`src/rtl/ccu_lat_slice.sv`:
```
`default_nettype none
// ============================================================================
//  Module   : ccu_lat_slice
//  Purpose  : Per-channel latency slice. Each channel is either a zero-latency
//             combinational bypass or a Depth-entry FIFO cut. A small mode FSM
//             drains the FIFO before the active mode changes, so no transfer
//             is ever created or lost.
//  Revision : 1.0 - initial release
// ============================================================================
module ccu_lat_slice #(
   parameter int                  NumChan   = 10,
   parameter int                  DataWidth = 64,
   parameter int                  Depth     = 2,
   parameter logic [NumChan-1:0]  ResetMode = '0
) (
   input  logic                           clk_i,
   input  logic                           rst_i,
   input  logic [NumChan-1:0]             lat_mode_i,
   input  logic [NumChan-1:0]             slv_valid_i,
   output logic [NumChan-1:0]             slv_ready_o,
   input  logic [NumChan*DataWidth-1:0]   slv_data_i,
   output logic [NumChan-1:0]             mst_valid_o,
   input  logic [NumChan-1:0]             mst_ready_i,
   output logic [NumChan*DataWidth-1:0]   mst_data_o,
   output logic [NumChan-1:0]             mode_pending_o,
   output logic [NumChan-1:0]             active_mode_o
);

   // Pointers need at least one bit even when Depth is 1.
   localparam int PTR_W = (Depth > 1) ? $clog2(Depth) : 1;
   localparam int CNT_W = $clog2(Depth + 1);

   typedef enum logic [1:0] {
      ST_ACTIVE = 2'd0,
      ST_DRAIN  = 2'd1,
      ST_SWITCH = 2'd2
   } state_t;

   for (genvar ch = 0; ch < NumChan; ch++) begin : g_chan
      state_t                 state;
      state_t                 state_next;
      logic                   active;
      logic                   want;
      logic [DataWidth-1:0]   mem [Depth];
      logic [PTR_W-1:0]       wptr;
      logic [PTR_W-1:0]       rptr;
      logic [CNT_W-1:0]       count;
      logic [DataWidth-1:0]   in_data;
      logic [DataWidth-1:0]   out_data;
      logic                   full;
      logic                   empty;
      logic                   ready;
      logic                   valid;
      logic                   push;
      logic                   pop;

      assign in_data = slv_data_i[ch*DataWidth +: DataWidth];
      assign want    = lat_mode_i[ch];
      assign full    = (count == CNT_W'(Depth));
      assign empty   = (count == '0);

      // Handshake steering and next mode-FSM state.
      always_comb begin
         ready      = 1'b0;
         valid      = 1'b0;
         state_next = state;
         // Cut mode shows zero while empty so the output is 0 out of reset.
         if (active) out_data = empty ? '0 : mem[rptr];
         else        out_data = in_data;
         case (state)
            ST_ACTIVE: begin
               if (active) begin
                  ready = !full;
                  valid = !empty;
               end else begin
                  ready = mst_ready_i[ch];
                  valid = slv_valid_i[ch];
               end
               if (want != active) state_next = ST_DRAIN;
            end
            ST_DRAIN: begin
               // Upstream is stalled; a bypass channel has nothing to drain and
               // must not forward a word it is refusing upstream.
               valid = active & !empty;
               if (want == active) state_next = ST_ACTIVE;
               else if (empty)     state_next = ST_SWITCH;
            end
            ST_SWITCH: begin
               state_next = ST_ACTIVE;
            end
            default: begin
               state_next = ST_ACTIVE;
            end
         endcase
         if (rst_i) begin
            ready = 1'b0;
            valid = 1'b0;
         end
      end

      assign push = active & slv_valid_i[ch] & ready;
      assign pop  = active & valid & mst_ready_i[ch];

      // Mode FSM, active bit, FIFO pointers and occupancy.
      always_ff @(posedge clk_i) begin
         if (rst_i) begin
            state  <= ST_ACTIVE;
            active <= ResetMode[ch];
            wptr   <= '0;
            rptr   <= '0;
            count  <= '0;
         end else begin
            state <= state_next;
            if (state == ST_SWITCH) active <= want;
            if (push) wptr <= (wptr == PTR_W'(Depth - 1)) ? '0 : wptr + PTR_W'(1);
            if (pop)  rptr <= (rptr == PTR_W'(Depth - 1)) ? '0 : rptr + PTR_W'(1);
            case ({push, pop})
               2'b10:   count <= count + CNT_W'(1);
               2'b01:   count <= count - CNT_W'(1);
               default: count <= count;
            endcase
         end
      end

      // Payload storage; contents are only observed while occupancy is non-zero.
      always_ff @(posedge clk_i) begin
         if (push) mem[wptr] <= in_data;
      end

      assign slv_ready_o[ch]                        = ready;
      assign mst_valid_o[ch]                        = valid;
      assign mst_data_o[ch*DataWidth +: DataWidth]  = out_data;
      assign active_mode_o[ch]                      = active;
      assign mode_pending_o[ch]                     = !rst_i &
                                                      ((state != ST_ACTIVE) | (want != active));
   end

endmodule
`default_nettype wire
```
`config.mk`:
```
export PLATFORM = sky130hd
export DESIGN_NAME = ccu_lat_slice
export DESIGN_NICKNAME = d
export VERILOG_FILES = /design/src/rtl/ccu_lat_slice.sv
export SDC_FILE = /design/constraint.sdc
export NUM_CORES = 2
export LEC_CHECK = 0
export BUFFER_PORTS_ARGS = -buffer_cell sky130_fd_sc_hd__clkbuf_2
export CAP_MARGIN = 0
export CORE_AREA = 2 2 521 523
export DETAILED_ROUTE_END_ITERATION = 6
export DIE_AREA = 0 0 523 525
export GPL_TIMING_DRIVEN = 0
export SLEW_MARGIN = 20
export SYNTH_ARGS = -nofsm -noshare
export SYNTH_HDL_FRONTEND = slang
export SYNTH_SLANG_ARGS = --single-unit
```
`constraint.sdc`:
```
create_clock -name clk_i -period 6.2 [get_ports clk_i]
set_input_delay 1.24 -clock clk_i [delete_from_list [all_inputs] [get_ports clk_i]]
set_output_delay 1.24 -clock clk_i [all_outputs]
set_load 0.02 [all_outputs]
```
* After elaboration in Yosys (flattened, before gate mapping)
Memories as Yosys holds them, arrays and structs flattened. A register that Yosys moved wholly into a read port is not among the register bits. Cells that the tools add are included.
Storage, ports and cells: bits in writable memories 1280, memories kept 10, word-level logic and storage cells 521, bits of input ports 672, bits in registers 70, output and inout bits 680
Cells by class: add/subtract/negate cells 40, reduce and logical (&&, ||, !) cells 71, eq/ne operators 90, bitwise logic cells 70, muxes and demuxes 190
Memory list:
- g_chan[0].mem | depth 2, bits a word 64, rd ports 1, clocked after memory_dff 1, wr ports 1, RTL line 44 | logic [DataWidth-1:0] mem [Depth];
- g_chan[1].mem | depth 2, bits a word 64, rd ports 1, clocked after memory_dff 1, wr ports 1, RTL line 44
- g_chan[2].mem | depth 2, bits a word 64, rd ports 1, clocked after memory_dff 1, wr ports 1, RTL line 44
- g_chan[3].mem | depth 2, bits a word 64, rd ports 1, clocked after memory_dff 1, wr ports 1, RTL line 44
- g_chan[4].mem | depth 2, bits a word 64, rd ports 1, clocked after memory_dff 1, wr ports 1, RTL line 44
- g_chan[5].mem | depth 2, bits a word 64, rd ports 1, clocked after memory_dff 1, wr ports 1, RTL line 44
- 4 more memories
Operators by type and width (number):
- $mux 64 | 20
- $mux 1 | 110
- $pmux 2 s2 | 20
- $and 1x1->1 | 60
- $eq 2x2->1 const B | 30
- $mux 2 | 30
- $eq 2x1->1 const B | 20
- $logic_not 2->1 | 20
- $reduce_bool 2->1 | 20
- $ne 3x3->1 const B | 10
- $logic_not 1->1 | 21
- $add 1x1->1 const B | 20
- $add 2x1->2 const B | 10
- $ne 2x2->1 const B | 10
- $pmux 1 s2 | 10
- $reduce_and 2->1 | 10
- $sub 2x1->2 const B | 10
- $eq 1x1->1 | 10
- $ne 1x1->1 | 10
- $or 1x1->1 | 10

* Longest topological paths before layout
depth in word-level cells 9, depth in mapped cells 9, gate-level depth less buffers 7

* Least setup slack after synthesis
Ideal clock, no wire load.
path kind input to register, start in rst_i, end mem g_chan[6].mem[0][0] (enable), setup slack 0.895 ns, stages 4, arrival 4.818 ns, buffers on the path 1, data required time 5.712 ns, library setup time 0.488 ns, cell sequence or2_4 -> or4_4 -> buf_6 -> nor2_1
On the way: word-level cells in the longest chain between the ends 4
Ends and longest elaborated chain:
- start: declaration | RTL line 17 | input logic rst_i,
- $mux 1 | RTL line 95 | if (rst_i) begin
- $and 1x1->1 | RTL line 101 | assign push = active & slv_valid_i[ch] & ready;
- $mux 1 | RTL line 127 | if (push) mem[wptr] <= in_data;
- $mux 1 (not written as such) | RTL line 127
- end: declaration | RTL line 44
No other way between the ends.

* Final worst setup path
start in rst_i, end out mode_pending_o[1]
On the way: word-level cells in the longest chain between the ends 2
Ends and longest elaborated chain:
- $logic_not 1->1 | RTL line 134 | assign mode_pending_o[ch] = !rst_i &
- $and 1x1->1 | RTL line 134
- end: declaration | RTL line 25 | output logic [NumChan-1:0] mode_pending_o,
No other way between the ends.

==> flow_summary.ini <==
[run_status]
status = complete, no violations

[job]
cap_viol_max_count = 0

[power_and_ir_drop]
power.density_mw_per_mm2 = 282
vdd_ir_drop_max_mv = 0.249
p_leak_nw = 27.5

[sta]
post-route-min-period_ns = 5.28
hold_slack_ns = 0.453
fmax_ghz = 0.189
finalCritPeriodShare_pct = 85.2
finalSetupViolations = 0
maxSlewHeadroom_pct = 32.3
rsz0062_at_grt = false
slew_viol_final = 0
setup_tns_ns = 0
fin_skew_ns = 0.0308
hold_viol = 0
setup_slack_ns = 0.915
worst_slew_pin_slew_ns = 1.02

[logic_synthesis]
synth_cell_types = 43
synth_top_area_cell = edfxtp_1
synthMuxAreaShare_pct = 11.9
synth_fa_ha_area_share_pct = 0.222
synth-compound-area-share_pct = 8.28
netlist_instances = 3864
ys_async_sr_fraction_pct = 0
ys_warn_count = 0
synth_top_cells_by_count = edfxtp_1, mux2i_1, inv_1
synth_edf_count = 1280
synth_top_family_by_area = multiplexers
synth_area_leaders = edfxtp_1, mux2i_1, o22ai_1
synth.most_common_cell = edfxtp_1
ys_ff_latch = 1360
synthesis.area_sq_mm = 0.0563
synth_seq_area_share_pct = 71.2
synth_xor_area_share_pct = 0.467
synth_top_area_share_pct = 68.3
synthFlopType = edfxtp_1
avgSynthCellArea_sq_um = 14.6
synth_simple_gate_area_share_pct = 1.91
mappedNetlistNets = 4546

[grt]
grt_pass1_wl_mm = 312
grt_antenna_before_repair = 120
grt_max_degree = 26
grt_pass1_vias = 39000
grt_overflow = 0
track_usage_pct = 16.1

[finish]
fin_nets = 6121
fillers = 27600
fin_cells = 9184
multi_input_area_sq_mm = 0.0130
drive_gt1_share_pct = 32.0
synthToLayoutAreaGrowth_pct = 32.3
regArea_sq_mm = 0.0400

[clocking]
cts.sink_count = 1360
cts_max_level = 4
clk_latency_ns = 0.81
post_cts_buffers = 0
ctsHoldBuffers = 0
cts_tree = done
numCtsBuffers = 157
clkTransAtPathRegs_ns = 0.06
clockBufferDepth = 4
clockRootBuffer = clkbuf_16
cts_resized = 0

[detailed_routing]
drt_iter0_drc = 2664
drc = 0
wl_mm = 232
wire_per_inst_microns = 25.3
via_per_inst = 4.29
drtPass1Iterations = 7
ant_nets = 0
vias = 39400

[die]
rows = 191
die_area_sq_mm = 0.275
io_pins = 1352
fp.coreArea_sq_mm = 0.269
start_util_pct = 20.9
die_x_microns = 523
die_h_microns = 525

[critical_path]
crit_family = buffers and inverters
cp_num_buf_inv = 7
critPathLaunchType = input pin
critPathMaxFanout = 11
crit_type = input pin to output port
r2r_slack_ns = 2.48
slowest_delay_ns = 0.59
end_kind = output port
cp.arrival_ns = 4.04
cpMaxStageDelayCell = clkbuf_4
path_cells = clkbuf_2, clkbuf_4, buf_2, buf_12, buf_2, buf_12, nor2_1, clkbuf_2
critPathRequiredTime_ns = 4.96

[min_path]
hold_class = register to register

[placed_design]
placedCellCount = 8850
dp_hpwl_mm = 188
place_ws_ns = 0.529
gp_congestion = 0.918
portBuffers = 1351
-- cells by family after synthesis --
logic type,after synthesis
AND/OR/NAND/NOR,217
XOR/XNOR,30
adder cells (fa/ha/maj),10
buffers and inverters,851
AO/OA/AOI/OAI,727
multiplexers,669
flip-flops,1360
-- metrics by stage --
stage / utilization (%) / power (mW) / cell area [sq um]
5_1_grt: 27.6 / 21.7 / 74300
3_3_place_gp: 25.1 / 11.9 / 67500
6_report: 27.6 / 21.0 / 74400
2_1_floorplan: - / 11.0 / 56300
3_5_place_dp: 25.7 / 11.9 / 69200
4_1_cts: 27.6 / 21.2 / 74300
-- final timing paths --
kind                                      start  depth (start not counted)                              to
hold reg to reg     g_chan[4].rptr$_SDFFE_PP0P_                          1                        register
setup / recovery                          rst_i                          8               mode_pending_o[1]
setup reg to reg  g_chan[5].active$_SDFFE_PP0N_                          7  g_chan[5].mem[0][13]$_DFFE_PP_
hold / removal      g_chan[4].rptr$_SDFFE_PP0P_                          1                        register
-- registers in the layout, indices dropped and copies added, names as in the netlist, named ones only --
signal         flops
g_chan.state      20
g_chan.wptr       10
g_chan.active     10
g_chan.count      20
g_chan.mem      1280
g_chan.rptr       10
-- cell type report --
type                    count  share of cell area [%]
plain buffers             263                    1.62
clock inverters            90                    1.38
repair buffers           1416                    11.1
inverters                 588                    2.97
well taps                3570                    6.00
flip-flops and latches   1360                    53.8
diodes                     57                   0.192
clock buffers             187                    5.47
multi-input cells        1653                    17.4
-- placed cells by master, fill, tap and decap left out, types with 65 or more instances in the layout --
| cell | count |
|---|---|
| o22ai_1 | 576 |
| clkbuf_2 | 1356 |
| o2bb2ai_1 | 65 |
| dfxtp_1 | 80 |
| mux2i_1 | 668 |
| clkbuf_1 | 172 |
| inv_1 | 588 |
| clkbuf_16 | 158 |
| edfxtp_1 | 1280 |
| buf_2 | 68 |
| nor2_1 | 68 |
-- routing by layer --
layer | vias up | part of all wire (%) | global-route usage, %
met4 | 44 | 4.3 | 6.96
met2 | 1843 | 48 | 27.4
met5 | - | 0.13 | 0
met3 | 433 | 10 | 6.28
li1 | 17700 | - | -
met1 | 19400 | 37 | 17.8
-- worst register-to-register path, stage by stage, from the launching register on --
cell and delay (ns):
dfxtp_1 0.34, clkbuf_1 0.64, clkbuf_1 0.83, nand4_1 0.51, nor2_4 0.46, buf_12 0.24
buf_16 0.19, buf_12 0.20
-- where the power goes --
group	internal [mW]	total [mW]	switching (mW)
combinational	0.522	1.63	1.11
clock	5.40	9.29	3.88
sequential	10.1	10.1	0.0154
total	16.0	21.0	5.01
Note: power is estimated with default switching activity, not from simulation.
